**config.mk**
```make
export PLATFORM = sky130hd
export DESIGN_NAME = alu_pipe
export DESIGN_NICKNAME = d
export VERILOG_FILES = /design/src/rtl/alu_pkg.sv /design/src/rtl/alu_core.sv /design/src/rtl/alu_pipe.sv
export SDC_FILE = /design/constraint.sdc
export NUM_CORES = 1
export LEC_CHECK = 0
export CAP_MARGIN = 5
export CORE_MARGIN = 4
export CORE_UTILIZATION = 35
export DETAILED_ROUTE_END_ITERATION = 10
export DONT_BUFFER_PORTS = 1
export SYNTH_ARGS = -nofsm -noshare
export SYNTH_HDL_FRONTEND = slang
export SYNTH_SLANG_ARGS = --single-unit
```
**constraint.sdc**
```tcl
create_clock -name clk_i -period 3.53 [get_ports clk_i]
set_clock_uncertainty 0.05 [all_clocks]
set_input_delay 0.706 -clock clk_i [delete_from_list [all_inputs] [get_ports clk_i]]
set_output_delay 0.706 -clock clk_i [all_outputs]
set_load 0.01 [all_outputs]
```
**src/rtl/alu_pkg.sv**
```systemverilog
// Shared types and constants for the pipelined ALU.
package alu_pkg;

   localparam int ALU_WIDTH = 32;

   // Operation select codes carried on ALUCtrl_i.
   typedef enum logic [2:0] {
      OP_AND  = 3'b000,
      OP_OR   = 3'b001,
      OP_ADD  = 3'b010,
      OP_XOR  = 3'b011,
      OP_NOR  = 3'b100,
      OP_SLTU = 3'b101,
      OP_SUB  = 3'b110,
      OP_SLT  = 3'b111
   } alu_op_e;

   // One computed result with its flags.
   typedef struct packed {
      logic [ALU_WIDTH-1:0] result;
      logic                 zero;
      logic                 ovf;
   } alu_res_t;

endpackage

```
**src/rtl/alu_core.sv**
```systemverilog
// Purely combinational ALU datapath: result, zero and signed-overflow flags.
import alu_pkg::*;

module alu_core (
   input  logic [ALU_WIDTH-1:0] a,
   input  logic [ALU_WIDTH-1:0] b,
   input  alu_op_e              op,
   output alu_res_t             res
);

   logic [ALU_WIDTH-1:0] sum;
   logic [ALU_WIDTH-1:0] diff;
   logic                 sa;
   logic                 sb;

   // Shared adder/subtractor outputs; carry-out is discarded (modulo 2^W).
   always_comb begin
      sum  = a + b;
      diff = a - b;
      sa   = a[ALU_WIDTH-1];
      sb   = b[ALU_WIDTH-1];
   end

   // Select the result per op; overflow is only meaningful for ADD/SUB.
   always_comb begin
      res = '0;
      unique case (op)
         OP_AND:  res.result = a & b;
         OP_OR:   res.result = a | b;
         OP_XOR:  res.result = a ^ b;
         OP_NOR:  res.result = ~(a | b);
         OP_ADD: begin
            res.result = sum;
            res.ovf    = (sa == sb) && (sum[ALU_WIDTH-1] != sa);
         end
         OP_SUB: begin
            res.result = diff;
            res.ovf    = (sa != sb) && (diff[ALU_WIDTH-1] != sa);
         end
         OP_SLTU: res.result = (a < b) ? ALU_WIDTH'(1) : '0;
         OP_SLT:  res.result = ($signed(a) < $signed(b)) ? ALU_WIDTH'(1) : '0;
         default: res.result = '0;
      endcase
      res.zero = (res.result == '0);
   end

endmodule

```
**src/rtl/alu_pipe.sv**
```systemverilog
// Two-stage ALU pipeline with valid/ready on both sides.
// S1 holds accepted operands; S2 holds the computed result presented downstream.
import alu_pkg::*;

module alu_pipe #(
   parameter int WIDTH = ALU_WIDTH,
   parameter int CNT_W = 16
) (
   input  logic             clk_i,
   input  logic             rst_i,
   input  logic             in_valid_i,
   output logic             in_ready_o,
   input  logic [WIDTH-1:0] dataA_i,
   input  logic [WIDTH-1:0] dataB_i,
   input  logic [2:0]       ALUCtrl_i,
   output logic             out_valid_o,
   input  logic             out_ready_i,
   output logic [WIDTH-1:0] ALUResult_o,
   output logic             Zero_o,
   output logic             Ovf_o,
   output logic [CNT_W-1:0] ops_done_o
);

   logic             s1_valid;
   logic [WIDTH-1:0] s1_a;
   logic [WIDTH-1:0] s1_b;
   alu_op_e          s1_op;

   logic             s2_valid;
   alu_res_t         s2_res;
   alu_res_t         core_res;

   logic             in_fire;
   logic             out_fire;
   logic             s2_load;

   // Handshake and stage-advance terms. in_ready ignores in_valid so the
   // upstream can use it without a combinational loop.
   always_comb begin
      in_ready_o = !rst_i && (!s1_valid || !s2_valid || out_ready_i);
      in_fire    = in_valid_i && in_ready_o;
      out_fire   = s2_valid && out_ready_i;
      s2_load    = s1_valid && (!s2_valid || out_ready_i);
   end

   alu_core u_core (
      .a   (s1_a),
      .b   (s1_b),
      .op  (s1_op),
      .res (core_res)
   );

   // Stage 1: capture operands on accept; empties when it moves into S2.
   always_ff @(posedge clk_i) begin
      if (rst_i) begin
         s1_valid <= 1'b0;
         s1_a     <= '0;
         s1_b     <= '0;
         s1_op    <= OP_AND;
      end else if (in_fire) begin
         s1_valid <= 1'b1;
         s1_a     <= dataA_i;
         s1_b     <= dataB_i;
         s1_op    <= alu_op_e'(ALUCtrl_i);
      end else if (s2_load) begin
         s1_valid <= 1'b0;
      end
   end

   // Stage 2: register the computed result; held untouched under backpressure.
   always_ff @(posedge clk_i) begin
      if (rst_i) begin
         s2_valid <= 1'b0;
         s2_res   <= '0;
      end else if (s2_load) begin
         s2_valid <= 1'b1;
         s2_res   <= core_res;
      end else if (out_fire) begin
         s2_valid <= 1'b0;
      end
   end

   // Completed-operation counter, wraps silently.
   always_ff @(posedge clk_i) begin
      if (rst_i)
         ops_done_o <= '0;
      else if (out_fire)
         ops_done_o <= ops_done_o + 1'b1;
   end

   // Output fields come straight from S2 so they cannot change while stalled.
   always_comb begin
      out_valid_o = s2_valid;
      ALUResult_o = s2_res.result;
      Zero_o      = s2_res.zero;
      Ovf_o       = s2_res.ovf;
   end

endmodule

```
Word-level counts from Yosys, hierarchy flattened

Cells that the tools add are included.

Register bits: 119
Output and inout bits: 52

$add $sub $neg: 3
Order comparisons: 2
Equality and inequality tests: 11
Multiplexer cells: 8
Bitwise logic cells: 4
Reduce and logical (&&, ||, !) cells: 16

Operators with widths:

| kind                    | count |
|---|---|
| $pmux W32 S8            | 1 |
| $lt A32 B32 Y1          | 2 |
| $add A32 B32 Y32        | 1 |
| $and A32 B32 Y32        | 1 |
| $logic_not A32 Y1       | 1 |
| $not A32 Y32            | 1 |
| $or A32 B32 Y32         | 1 |
| $sub A32 B32 Y32        | 1 |
| $xor A32 B32 Y32        | 1 |
| $add A16 B1 Y16 const B | 1 |
| $eq A3 B3 Y1 const B    | 4 |
| $eq A3 B2 Y1 const B    | 2 |
| $logic_and A1 B1 Y1     | 6 |
| $mux W1                 | 6 |
| $reduce_bool A2 Y1      | 2 |
| $eq A3 B1 Y1 const B    | 1 |
| $logic_not A1 Y1        | 3 |
| $logic_not A3 Y1        | 1 |
| $logic_or A1 B1 Y1      | 3 |
| $ne A1 B1 Y1            | 3 |
| $pmux W1 S2             | 1 |
| $eq A1 B1 Y1            | 1 |

Logic depth before layout (Yosys ltp)

Depth in word-level cells: 6
Depth in mapped cells: 15
Depth with buffers taken out: 15

Hierarchy

Synthesis repeated with hierarchy kept, for this count alone.

Cell total of the unflattened synthesis: 1,465
Area total of the unflattened synthesis: 10,388.7 µm²

Modules (own cells, without submodules):

| module   | instances | cells an instance | area each (µm²) | sequential area each (µm²) |
|---|---|---|---|---|
| alu_core | 1         | 935               | 5,954.5         | 0.0 |
| alu_pipe | 1         | 530               | 4,434.3         | 2,382.3 |

Least setup slack after synthesis

No wires, ideal clock.

Path type: register to register
Start point: register s1_a[1]
End point: register s2_res, in the netlist Zero_o
Arrival time: 3.280 ns
Setup slack: 0.084 ns
Cell stages (with the launch flop): 14
Clock period less this slack: 3.446 ns
Cells stage by stage: dfxtp_1 inv_1 ha_1 a211o_1 a41oi_4 o22ai_1 o21ai_1 a211oi_1 or3b_4 a311oi_2 xnor2_1 nor2_1 o41a_2 a41o_1

Longest elaborated chain between the ends: 4
Elaborated cells on any way between the ends: 12
Classes of those cells: add/sub: 2; order compare: 2; mux: 3; bitwise: 4; reduce/logical: 1

Ends and longest elaborated chain:

| what                                   | RTL line       | RTL |
|---|---|---|
| start, declared                        | alu_pipe.sv:25 | `logic [WIDTH-1:0] s1_a;` |
| start signal, assigned                 | alu_pipe.sv:62 | `s1_a <= dataA_i;` |
| $lt A32 B32 Y1 (tied with other cells) | alu_core.sv:41 | `OP_SLT: res.result = ($signed(a) < $signed(b)) ? ALU_WIDTH'(1) : '0;` |
| $mux W1 (tied with other cells)        | alu_core.sv:41 |  |
| $pmux W32 S8 (*)                       | alu_core.sv:27 | `unique case (op)` |
| $logic_not A32 Y1 (*)                  | alu_core.sv:44 | `res.zero = (res.result == '0);` |
| end signal, assigned                   | alu_pipe.sv:77 | `s2_res <= core_res;` |
| end, declared                          | alu_pipe.sv:30 | `alu_res_t s2_res;` |

Mark *: on every way between the ends. The rest lies on a longest branch, timed or not.
A chain may end at the register's enable or synchronous reset.

Final worst setup path

Start point: register s1_a[0]
End point: register s2_res, in the netlist Zero_o

Same word-level chain as after synthesis.

==> results.yml <==
status:
  status: "complete, but fails checks"
  violations: "negative setup slack"
pwr:
  power.share.clock: 0.333
  switchingPower_uw: 2100
  pwr-share-seq: 0.268
  switching_share: 0.374
  p_comb_frac: 0.399
  irDropWorstVdd_v: 0.000380
  p_leak_uw: 0.00558
  power_density_mw_per_mm2: 419
  p_int_uw: 3520
global_route:
  grt-ovfl-total: 0
  grt_first_pass_wirelength_mm: 63.5
  grt_max_degree: 119
  antenna_found_initial: 1
  grt_usage: 0.241
  grt_pass1_vias: 11014
critical_path:
  r2r_end: "Zero_o$_SDFFE_PP0P_"
  path_class: "flip-flop to flip-flop"
  cp_cell_sequence: "inv_2, ha_4, inv_2, fa_2, and2b_1, o211ai_1, nand2_2, buf_6, a221o_1, o211a_1, or2_1, o31ai_2, nand3_1, nor4_2, and4b_1, a41o_1"
  endpoint_kind: "flip-flop"
  r2r-start: "s1_a[0]$_SDFFE_PP0P_"
  crit_buf_inv: 3
  path_common_cell: "inv_2"
  crit_fanout: 3
  slowest_delay_ns: 0.38
  r2r_cells: 16
  slowest_stage: "fa_2"
  critPathTopFamily: "compound AO/OA/AOI/OAI gates"
  critPathRequiredTime_ns: 3.86
  startpoint_type: "flip-flop"
  rrSetupSlack_ns: -0.15
  cp_data_arrival_time_ns: 4.01
synthesis:
  ys_types: 94
  async_reset_ff_frac: 0
  synth_top_area_cell: "dfxtp_1"
  synth.avg_cell_area_sq_um: 7.33
  yosysTopAreaCellShare: 0.227
  netlist_area_sq_mm: 0.0105
  synth_seq_area_share: 0.227
  synth_ff_type: "dfxtp_1"
  synth_edf_count: 0
  synthCells: 1434
  ys_warn_count: 0
  yosys-top-cells-area: "dfxtp_1 (23%), ha_1 (12%), nand2_1 (6.0%)"
  synth_nets: 1607
  yosys_register_bits: 119
placement:
  globalplace.congestion: 0.999
  numPortBuffers: 0
  dpl.hpwl_mm: 31.6
  placed_cells: 1970
cts:
  cts-htree-levels: 4
  ctsHoldBuffers: 0
  clockBufferDepth: 2
  cts_made_buffers: 17
  clkTransAtPathRegs_ns: 0.06
  clock_latency_ns: 0.45
  root_buffer: "clkbuf_16"
  clock-sinks: 119
  cts_tree: "built"
floorplanning:
  ios: 123
  dieHeight_microns: 181
  core_sq_mm: 0.0296
  rows: 63
  die-area_sq_mm: 0.0329
  start_util: 0.355
  die_w_microns: 181
final_layout:
  antenna_cells: 0
  area_delta_synth_final_pct: 27.5
  fin_util: 0.452
  nets: 1780
  fin_cells: 2010
  final_common_cell: "buf_4"
  drive_gt1_frac: 0.227
  layout_common_cells: "buf_4 (247), nand2_1 (166), nor2_1 (140)"
drt:
  via_count: 11589
  drtAntennaViolNets: 0
  totalWireLength_mm: 41.4
  avgRoutedWirePerCell_microns: 20.6
  vias_per_cell: 5.77
  drc: 0
  dr.pass1.iters: 6
  drt-initial-drc-count: 1152
timing:
  setup_tns_ns: -0.146
  rsz0062_at_grt: "true"
  max_slew_margin: 0.383
  finalHoldViolations: 0
  worstMarginPinSlew_ns: 0.902
  fmax_mhz: 272
  setup_slack_ns: -0.146
  period_needed_ns: 3.68
  final-max-slew-violation-count: 0
  post-route-period-util: 1.04
  setup_violations: 1
  hold_ws_ns: 0.288
run:
  cap_violations: 0
worst_hold_path:
  hold_depth: 1
  hold_start: "rst_i"
  worstHoldEndpoint: "ALUResult_o[3]$_SDFFE_PP0P_"
  worst_hold_path_type: "input port to flip-flop"
-- registers in the layout, summed over array words and instances (netlist names) --
signal / flops
out_valid_o: 1
s1_op: 3
s1_valid: 1
ops_done_o: 16
s1_b: 32
ALUResult_o: 32
Ovf_o: 1
s1_a: 32
Zero_o: 1
-- metrics by stage --
step                setup WS, ns  total power, uW  area (sq um)
floorplan                 0.0839             2760         10500
global placement          -0.217             3620         12500
detailed placement        -0.238             3620         12500
CTS                      -0.0248             5540         13200
global route              -0.238             5880         13400
finish                    -0.146             5620         13400
-- logic make-up after synthesis --
family                     after synthesis  share of synthesized area
adders and majority gates              102                      0.123
buffers and inverters                  199                     0.0756
AOI/OAI and AO/OA                      466                      0.312
DFF                                    119                      0.227
xor gates and xnor gates                29                     0.0242
muxes                                   14                     0.0135
and+or+nand+nor                        505                      0.226
-- final cells by class --
type | count | area [sq um]
Multi-Input combinational cell | 1116 | 7580
Sequential cell | 119 | 2390
Clock inverter | 15 | 191
Inverter | 100 | 375
Tap cell | 390 | 488
Fill cell | 3078 | 16200
Clock buffer | 17 | 425
Timing Repair Buffer | 253 | 1960
-- how the worst max path moves through the flow --
stage                         startpoint             endpoint  slack (ns)  depth (start not counted)
floorplan           s1_a[1]$_SDFFE_PP0P_  Zero_o$_SDFFE_PP0P_        0.08                         13
global placement    s1_a[8]$_SDFFE_PP0P_  Zero_o$_SDFFE_PP0P_       -0.22                         14
detailed placement  s1_a[8]$_SDFFE_PP0P_  Zero_o$_SDFFE_PP0P_       -0.24                         14
CTS                 s1_a[0]$_SDFFE_PP0P_  Zero_o$_SDFFE_PP0P_       -0.02                         16
global route        s1_a[0]$_SDFFE_PP0P_  Zero_o$_SDFFE_PP0P_       -0.24                         16
finish              s1_a[0]$_SDFFE_PP0P_  Zero_o$_SDFFE_PP0P_       -0.15                         16
-- power by group through the flow --
stage	Clock, uW	Combinational [uW]	Sequential (uW)
after global placement	0	2090	1530
after global routing	1960	2400	1520
after detailed placement	0	2090	1540
after CTS	1910	2130	1510
after floorplan	0	1240	1520
final	1870	2240	1510
-- synthesized netlist by cell type, types with 19 or more instances --
master	number
nand2_1	167
nor2_1	141
dfxtp_1	119
a21oi_1	107
ha_1	100
inv_1	97
o31ai_1	75
o21ai_0	65
clkbuf_1	61
nor3_1	41
a211oi_1	25
nand3_1	24
buf_2	20
nor2b_1	19
o22ai_1	19
-- what timing repair did --
action	in CTS	in global routing
hold endpoints to repair	0	0
endpoints found under the setup margin	2	9
setup buffers	2	6
pin swaps	8	22
resized for setup	18	39
-- routing by layer --
layer / part of all wire / GRT usage
met4: 0.024 / 0.0618
met5: 0.00048 / 0
met3: 0.088 / 0.0477
met1: 0.47 / 0.354
met2: 0.42 / 0.360
Power figures use the tool's default switching activity.
